--- src/rtl/apb_pkg.sv ---
// Shared APB completer types: FSM states, error flags and lane helper.
// Latency: n/a (definitions only); backpressure: n/a.
package apb_pkg;

   typedef enum logic [1:0] {
      IDLE   = 2'd0,
      SETUP  = 2'd1,
      ACCESS = 2'd2
   } apb_state_e;

   localparam int APB_MAX_WAIT = 15;

   typedef struct packed {
      logic unaligned;
      logic out_of_range;
      logic ro_write;
   } apb_err_t;

   function automatic int apb_byte_lanes(input int data_w);
      return data_w / 8;
   endfunction

endpackage

--- src/rtl/apb_reg_bank.sv ---
// Word register storage with byte-strobe writes and one-cycle write pulses.
// Latency: write visible on reg_out one cycle after wr_vld; backpressure: none, always accepts.
module apb_reg_bank
   import apb_pkg::*;
#(
   parameter int DATA_W   = 32,
   parameter int NUM_REGS = 16,
   parameter int IDX_W    = 4
) (
   input  logic                         pclk,
   input  logic                         presetn,
   input  logic                         wr_vld,
   input  logic [IDX_W-1:0]             wr_idx,
   input  logic [DATA_W-1:0]            wr_dat,
   input  logic [DATA_W/8-1:0]          wr_strb,
   output logic [NUM_REGS*DATA_W-1:0]   reg_out,
   output logic [NUM_REGS-1:0]          wr_pulse
);

   localparam int LANES = apb_byte_lanes(DATA_W);

   logic [DATA_W-1:0] regs [NUM_REGS];

   always_ff @(posedge pclk or negedge presetn) begin
      if (!presetn) begin
         for (int i = 0; i < NUM_REGS; i++) regs[i] <= '0;
         wr_pulse <= '0;
      end else begin
         wr_pulse <= '0;
         if (wr_vld) begin
            // An all-zero strobe still counts as a committed write for the pulse.
            wr_pulse[wr_idx] <= 1'b1;
            for (int j = 0; j < LANES; j++) begin
               if (wr_strb[j]) regs[wr_idx][8*j +: 8] <= wr_dat[8*j +: 8];
            end
         end
      end
   end

   for (genvar i = 0; i < NUM_REGS; i++) begin : g_flat
      assign reg_out[i*DATA_W +: DATA_W] = regs[i];
   end

endmodule

--- src/rtl/apb_regfile_slave.sv ---
// APB completer decoding paddr into NUM_REGS word registers with strobes, RO masking and errors.
// Latency: 2 + WAIT_CYCLES cycles per transfer; backpressure: pready held low for WAIT_CYCLES access cycles.
module apb_regfile_slave
   import apb_pkg::*;
#(
   parameter int                  ADDR_W      = 32,
   parameter int                  DATA_W      = 32,
   parameter int                  NUM_REGS    = 16,
   parameter int                  WAIT_CYCLES = 0,
   parameter logic [NUM_REGS-1:0] RO_MASK     = '0
) (
   input  logic                         pclk,
   input  logic                         presetn,
   input  logic [ADDR_W-1:0]            paddr,
   input  logic [DATA_W-1:0]            pwdata,
   input  logic [DATA_W/8-1:0]          pstrb,
   input  logic                         pwrite,
   input  logic                         pselx,
   input  logic                         penable,
   output logic [DATA_W-1:0]            prdata,
   output logic                         pready,
   output logic                         pslave_error,
   output logic [NUM_REGS*DATA_W-1:0]   reg_out,
   input  logic [NUM_REGS*DATA_W-1:0]   ro_in,
   output logic [NUM_REGS-1:0]          wr_pulse
);

   localparam int LANES = apb_byte_lanes(DATA_W);
   localparam int OFF_W = $clog2(LANES);
   localparam int IDX_W = (NUM_REGS > 1) ? $clog2(NUM_REGS) : 1;
   localparam int CNT_W = $clog2(APB_MAX_WAIT + 1);

   apb_state_e state, state_nxt, phase;
   logic [CNT_W-1:0] cnt, cnt_nxt;

   logic [ADDR_W-1:0] word_idx;
   logic [IDX_W-1:0]  reg_idx;
   apb_err_t          err;
   logic              error;
   logic              complete;
   logic              commit;
   logic [DATA_W-1:0] rd_word;

   assign word_idx = paddr >> OFF_W;
   assign reg_idx  = word_idx[IDX_W-1:0];

   always_comb begin
      err              = '0;
      err.unaligned    = |(paddr & ADDR_W'(LANES - 1));
      err.out_of_range = {1'b0, word_idx} >= (ADDR_W+1)'(NUM_REGS);
      err.ro_write     = pwrite & ~err.out_of_range & RO_MASK[reg_idx];
   end

   assign error    = |err;
   assign complete = (state == ACCESS) && pselx && penable && (cnt == CNT_W'(WAIT_CYCLES));
   assign commit   = complete & pwrite & ~error;

   assign rd_word      = RO_MASK[reg_idx] ? ro_in[reg_idx*DATA_W +: DATA_W]
                                          : reg_out[reg_idx*DATA_W +: DATA_W];
   assign pready       = complete;
   assign pslave_error = complete & error;
   assign prdata       = (complete && !pwrite && !error) ? rd_word : '0;

   always_ff @(posedge pclk or negedge presetn) begin
      if (!presetn) begin
         state <= IDLE;
         cnt   <= '0;
      end else begin
         state <= state_nxt;
         cnt   <= cnt_nxt;
      end
   end

   always_comb begin
      // SETUP is recognised in the same cycle the master presents it, so the
      // register already reads ACCESS during the first penable cycle.
      phase = state;
      if (state == IDLE && pselx && !penable) phase = SETUP;
      state_nxt = state;
      cnt_nxt   = cnt;
      case (phase)
         IDLE: state_nxt = IDLE;
         SETUP: begin
            state_nxt = ACCESS;
            cnt_nxt   = '0;
         end
         ACCESS: begin
            if (!pselx || complete) state_nxt = IDLE;
            else if (penable)       cnt_nxt   = cnt + CNT_W'(1);
         end
         default: state_nxt = IDLE;
      endcase
   end

   apb_reg_bank #(
      .DATA_W   (DATA_W),
      .NUM_REGS (NUM_REGS),
      .IDX_W    (IDX_W)
   ) u_bank (
      .pclk     (pclk),
      .presetn  (presetn),
      .wr_vld   (commit),
      .wr_idx   (reg_idx),
      .wr_dat   (pwdata),
      .wr_strb  (pstrb),
      .reg_out  (reg_out),
      .wr_pulse (wr_pulse)
   );

endmodule

--- config.mk ---
export PLATFORM = sky130hd
export DESIGN_NAME = apb_regfile_slave
export DESIGN_NICKNAME = d
export VERILOG_FILES = /design/src/rtl/apb_pkg.sv /design/src/rtl/apb_reg_bank.sv /design/src/rtl/apb_regfile_slave.sv
export SDC_FILE = /design/constraint.sdc
export NUM_CORES = 1
export LEC_CHECK = 0
export CORE_AREA = 2 2 441 443
export CTS_BUF_LIST = sky130_fd_sc_hd__clkbuf_8
export CTS_CLUSTER_SIZE = 24
export DETAILED_ROUTE_END_ITERATION = 12
export DIE_AREA = 0 0 443 445
export PLACE_DENSITY = 0.44
export RECOVER_POWER = 50
export SLEW_MARGIN = 40
export SYNTH_ARGS = -nofsm -noshare
export SYNTH_HDL_FRONTEND = slang
export SYNTH_SLANG_ARGS = --single-unit
--- constraint.sdc ---
create_clock -name pclk -period 3.08 [get_ports pclk]
set_input_delay 0.462 -clock pclk [delete_from_list [all_inputs] [get_ports pclk]]
set_output_delay 0.462 -clock pclk [all_outputs]
set_load 0.1 [all_outputs]
Word-level counts from Yosys, hierarchy flattened
Memories as Yosys holds them, arrays and structs flattened.
Index checks and enable logic that the tools add are counted.
{"block": "op_classes", "add_sub_neg": 1, "multipliers": 0, "div": 0, "order_cmp": 5, "n_eq_ne": 6, "shifts": 2, "mux": 31, "bitwise_logic": 8, "n_reduce_logical": 19}
{"cell": "two-way mux 512 bit", "n": 7}
{"cell": "bitwise mux 512 bit", "n": 4}
{"cell": "variable part select 512 x 10 -> 32 bit", "n": 2}
{"cell": "demux 32 bit (select 4 bit)", "n": 4}
{"cell": "two-way mux 32 bit", "n": 3}
{"cell": "two-way mux 16 bit", "n": 2}
{"cell": ">= comparator 30 x 5 -> 1 bit, second input constant", "n": 1}
{"cell": "two-way mux 24 bit", "n": 1}
{"cell": "logical AND 1 bit", "n": 9}
{"cell": "two-way mux 4 bit", "n": 2}
{"cell": "two-way mux 8 bit", "n": 1}
{"cell": "one-hot mux 4 bit (2 select lines)", "n": 1}
{"cell": "inequality test 2 bit, second input constant", "n": 3}
{"cell": "bitwise AND 1 bit", "n": 5}
{"cell": ">= comparator 5 bit, second input constant", "n": 1}
{"cell": "less-than comparator 4 x 5 -> 1 bit, second input constant", "n": 1}
{"cell": "less-than comparator 5 x 1 -> 1 bit, second input constant", "n": 1}
{"cell": "inverter 4 -> 5 bit", "n": 1}
{"cell": "adder 4 x 1 -> 4 bit, second input constant", "n": 1}
{"cell": "demux 1 bit (select 4 bit)", "n": 1}
{"cell": "== test 2 bit, second input constant", "n": 2}
{"cell": ">= comparator 4 x 1 -> 1 bit, second input constant", "n": 1}
{"cell": "zero test 1 bit", "n": 4}
{"cell": "zero test 4 bit", "n": 1}
{"cell": "10 further kinds", "n": 13}
{"block": "word_totals", "regBits": 534, "latchBits": 0, "ramBits": 0, "romBits": 16, "in_bits": 585, "output_inout_bits": 562, "wordCells": 92, "memories": 1}
{"name": "(no name shown)", "words": 16, "width": 1, "read_ports": 1, "rd_clocked_by_memory_dff": 0, "write_ports": 0, "line": "apb_regfile_slave.sv:58", "text": "assign rd_word = RO_MASK[reg_idx] ? ro_in[reg_idx*DATA_W +: DATA_W]"}

Longest topological paths before layout
{"block": "depth", "ltp_word": 16, "mapped_depth": 10, "mapped_depth_nobuf": 7}

Hierarchy
Synthesis repeated with hierarchy kept, for this count alone.
{"block": "unflattened", "hier_cells": 1536, "area_unflattened_um2": 24385.9}
{"mod": "apb_reg_bank", "instances": 1, "cells_per_inst": 1211, "area_per_inst_um2": 20086.8, "seq_area_each_um2": 13212.7}
{"mod": "apb_regfile_slave", "instances": 1, "cells_per_inst": 325, "area_per_inst_um2": 4299.1, "seq_area_each_um2": 125.1}

Worst setup path before layout
Ideal clock, no wire load.
{"block": "synth_path", "path_type": "input to output", "start": "input port paddr[20]", "end": "output port prdata[10]", "arrival_time_ns": 3.395, "required_time_ns": 2.618, "setup_slack_ns": -0.777, "path_stages": 7, "n_path_buf": 3, "cell_sequence": "nor4_1 -> nand3_1 -> buf_2 -> or4_1 -> clkbuf_1 -> clkbuf_1 -> a21oi_1"}
{"block": "synth_via", "elab_chain_len": 8}
{"item": "start: declaration", "line": "apb_regfile_slave.sv:14", "text": "input logic [ADDR_W-1:0] paddr,"}
{"item": ">= comparator 30 x 5 -> 1 bit *", "line": "apb_regfile_slave.sv:50", "text": "err.out_of_range = {1'b0, word_idx} >= (ADDR_W+1)'(NUM_REGS);"}
{"item": "inverter 1 bit", "line": "apb_regfile_slave.sv:51", "text": "err.ro_write = pwrite & ~err.out_of_range & RO_MASK[reg_idx];"}
{"item": "bitwise AND 1 bit (2 in a row)", "line": "apb_regfile_slave.sv:51"}
{"item": "OR reduction 4 bit *", "line": "apb_regfile_slave.sv:54", "text": "assign error = |err;"}
{"item": "zero test 1 bit *", "line": "apb_regfile_slave.sv:62", "text": "assign prdata = (complete && !pwrite && !error) ? rd_word : '0;"}
{"item": "logical AND 1 bit *", "line": "apb_regfile_slave.sv:62"}
{"item": "two-way mux 32 bit *", "line": "apb_regfile_slave.sv:62"}
{"item": "end: declaration", "line": "apb_regfile_slave.sv:20", "text": "output logic [DATA_W-1:0] prdata,"}
Every way passes the cells marked *; elsewhere a longest branch is shown, timed or not.

Worst setup path in the final report
{"block": "layout_path", "start": "input port paddr[12]", "end": "output port prdata[23]"}
Same word-level chain as after synthesis.

==> results.json <==
{
  "vdd.ir_drop.worst_uv": 274,
  "critical_path.max_fanout": 6,
  "rr_startpoint": "cnt[1]",
  "power_switching_share_pct": 26.2,
  "post-synth-top-count-cell": "sky130_fd_sc_hd__dfrtp_1",
  "global_route.usage.total_pct": 13.1,
  "drt_iter0_markers": 845,
  "detail_route.wl_per_cell_um": 26.3,
  "syn-cell-area_mm2": 0.0252,
  "insertion_delay_ps": 830,
  "synth_top_area_share_pct": 53.0,
  "synth.avg_cell_area_um2": 15.7,
  "gpl.final_weighted_congestion": 0.813,
  "pwr-share-seq_pct": 44.6,
  "flow.area_growth_from_synthesis_pct": 48.2,
  "hold-worst-slack_ps": 232,
  "max_slew_margin_pct": -12.8,
  "grt_pass1_wl_um": 177000,
  "critPathSlowestCell": "sky130_fd_sc_hd__or4_4",
  "r2r-end": "u_bank.reg_out[75]",
  "cts_buffer_depth": 3,
  "final.period_utilization_pct": 114,
  "finalCoreUtilization_pct": 19.4,
  "data_required_time_of_the_critical_path_ps": 2620,
  "antenna_found_initial": 12,
  "detailedPlace.worstSlack_ps": -669,
  "status": "complete, but fails checks",
  "global_route.overflow_total": 0,
  "reg2reg_depth": 10,
  "max_stage_delay_ps": 550,
  "comb_pwr_share_pct": 6.9,
  "sort_of_element_at_the_start_of_the_critical_path": "input port",
  "cts.reportedPaths.clkPinSlew_ps": 60,
  "timing_hold_violations_final": 0,
  "synth_top_cells_by_count": "533 x sky130_fd_sc_hd__dfrtp_1, 512 x sky130_fd_sc_hd__mux2_2, 128 x sky130_fd_sc_hd__mux4_2",
  "multi_input_area_mm2": 0.0117,
  "yosys_warnings": 0,
  "std_cell_rows": 161,
  "floorplan.io_pins": 1147,
  "cpLargestDelayFamily": "buffers and inverters",
  "timing.clock.skew_ps": 28.6,
  "post_dp_cell_area_mm2": 0.0360,
  "synthesis.nets": 2196,
  "ctsRootBufferMaster": "sky130_fd_sc_hd__clkbuf_8",
  "synthDominantAreaCellType": "sky130_fd_sc_hd__dfrtp_1",
  "fin_ws_ps": -426,
  "layout.cells.non_filler": 5037,
  "ws_path_type": "in2out",
  "yosys_most_used_dff": "sky130_fd_sc_hd__dfrtp_1",
  "pwr_density_cell_mw_per_mm2": 424,
  "drcViolationCount": 0,
  "power.clock.fraction_pct": 48.5,
  "dieHeight_um": 445,
  "top_cells_by_area_synth": "sky130_fd_sc_hd__dfrtp_1 53%, sky130_fd_sc_hd__mux2_2 23%, sky130_fd_sc_hd__mux4_2 11%, sky130_fd_sc_hd__nor4_4 4.1%, sky130_fd_sc_hd__a22oi_1 1.9%",
  "achievable-frequency_ghz": 0.285,
  "core_area_mm2": 0.192,
  "internal-power_mw": 11.7,
  "path_cells": "clkdlybuf4s50_1, nor4_2, buf_4, nand4_1, buf_4, or4_4, buf_12, buf_16, a21oi_4, buf_12",
  "antenna_left": 0,
  "via_density": 3.65,
  "unique_masters_post_synth": 36,
  "yosysSeqAreaShare_pct": 53.0,
  "total_leakage_power_nw": 17.0,
  "failing_checks": "max-capacitance violations, max-slew violations, negative setup slack",
  "netSwitchingPower_mw": 4.14,
  "design.die.area_mm2": 0.197,
  "setup_viol_count_final": 34,
  "synth-edff-count": 0,
  "numClockSinks": 533,
  "grt_pass1_vias": 19500,
  "setup.worst_path.end_class": "output port",
  "grt_start_max_net_pins": 52,
  "arrival_time_at_the_worst_endpoint_ps": 3040,
  "syn-instance-count": 1609,
  "yosys_register_bits": 533,
  "worstPathBufferInverterCount": 6,
  "worst_pin_slew_ps": 1690,
  "cts_made_buffers": 107,
  "final_cell_area_excluding_filler_cells_mm2": 0.0373,
  "post-place-cells": 4819,
  "htreeDepth": 3,
  "max_cap_violations": 1,
  "effective_utilization_at_floorplan_pct": 13.1,
  "port-buffer-count": 634,
  "via_count": 18400,
  "dpl.hpwl_um": 102000,
  "worst_hold_path.num_cells": 2,
  "cts_tree": "done",
  "timing.final.crit_period_ps": 3510,
  "die_x_extent_um": 443,
  "regArea_mm2": 0.0133,
  "post_route_cells_drive_above_1_share_pct": 56.2,
  "timing.critical_path.to": "prdata[23]",
  "setup.worst_path.start": "paddr[12]",
  "rsz0062_at_grt": "true",
  "fill_cells": 20900,
  "finalNetCount": 3000,
  "first_pass_iters": 5,
  "worst-r2r-setup-slack_ps": 100,
  "number_of_cells_on_the_critical_path": 10,
  "wirelength_um": 133000,
  "hp-class": "in2reg",
  "ys_async_sr_fraction_pct": 100,
  "timing.final.max_slew_violations": 30
}
stage by stage:
| stage | power, mW | TNS [ps] |
|---|---|---|
| 2_1_floorplan | 7.57 | -1380 |
| 3_3_place_gp | 8.25 | -253180 |
| 3_5_place_dp | 8.26 | -231640 |
| 4_1_cts | 16.2 | -16100 |
| 5_1_grt | 16.5 | -18930 |
| 6_report | 15.8 | -11890 |
power groups by stage:
stage | Combinational [mW] | Sequential (mW) | Clock [mW]
2_1_floorplan | 0.403 | 7.17 | 0
3_3_place_gp | 1.08 | 7.17 | 0
3_5_place_dp | 1.08 | 7.17 | 0
4_1_cts | 1.14 | 7.05 | 7.98
5_1_grt | 1.18 | 7.05 | 8.29
6_report | 1.09 | 7.05 | 7.67
cells in the final DEF, fill, tap and decap left out, types with 5 or more instances in the layout:
cell	instances
sky130_fd_sc_hd__mux2_2	512
sky130_fd_sc_hd__and3_1	7
sky130_fd_sc_hd__mux4_2	128
sky130_fd_sc_hd__nor2b_1	14
sky130_fd_sc_hd__clkdlybuf4s50_1	65
sky130_fd_sc_hd__clkinv_2	9
sky130_fd_sc_hd__nor4_2	5
sky130_fd_sc_hd__and4bb_2	5
sky130_fd_sc_hd__clkinvlp_4	9
sky130_fd_sc_hd__nand4_1	5
sky130_fd_sc_hd__a22oi_1	64
sky130_fd_sc_hd__nand3_1	29
sky130_fd_sc_hd__inv_1	36
sky130_fd_sc_hd__diode_2	9
sky130_fd_sc_hd__or4_1	16
sky130_fd_sc_hd__nand2_1	38
sky130_fd_sc_hd__nor4_1	5
sky130_fd_sc_hd__clkbuf_8	142
sky130_fd_sc_hd__a21oi_4	32
sky130_fd_sc_hd__nor4_4	48
sky130_fd_sc_hd__clkbuf_1	262
sky130_fd_sc_hd__buf_12	106
sky130_fd_sc_hd__dfrtp_1	533
sky130_fd_sc_hd__clkbuf_2	5
sky130_fd_sc_hd__buf_4	367
layout make-up:
class | instances | area share [%]
multi-input combinational | 941 | 31.4
clock buffer | 142 | 5.24
timing repair buffer | 825 | 18.2
clock inverter | 56 | 0.851
antenna | 9 | 0.0603
sequential | 533 | 35.7
inverter | 5 | 0.0536
tap | 2526 | 8.47
state kept, by name, summed over array words and instances (netlist names):
name	count
u_bank.reg_out	512
u_bank.wr_pulse	16
cnt	4
state	1
layer usage:
layer  up-vias  routed length (um)  track usage (%)
li1       7825                   -                -
met1      9853               50900             14.7
met2       496               68800             23.1
met3       212                5530             2.79
met4         0                7500             7.21
met5         -                   0                0
kinds of logic after synthesis:
group | Yosys count | share of synthesized area, %
compound gates | 104 | 2.77
buf+inv | 135 | 2.40
flops | 533 | 53.0
fa+ha+maj | 2 | 0.0993
simple gates | 195 | 7.45
mux | 640 | 34.3
repair_timing:
item	CTS	global route
endpoints found under the setup margin	34	33
resized for setup	12	9
hold buffers	2	0
pin swaps	4	4
cloned	1	1
buffers inserted	5	2
endpoints found under the hold margin	233	0
how the worst min path moves through the flow:
| stage | start | to |
|---|---|---|
| final | pwdata[3] | u_bank.reg_out[483] |
| after global routing | pwdata[13] | u_bank.reg_out[173] |
| after CTS | presetn | u_bank.reg_out[38] |
| after detailed placement | presetn | u_bank.reg_out[263] |
| after global placement | u_bank.reg_out[252] | u_bank.reg_out[252] |
| after floorplan | presetn | cnt[0] |
worst reg2reg max path: cells and delay by family, from the launching register on:
kind                     cells  cell delay [ps]
flip-flops                   1              380
buffers and inverters        5             1190
multiplexers                 1              370
AND/OR/NAND/NOR              3              790
adder cells (fa/ha/maj)      1              140
Note: power is estimated with default switching activity, not from simulation.
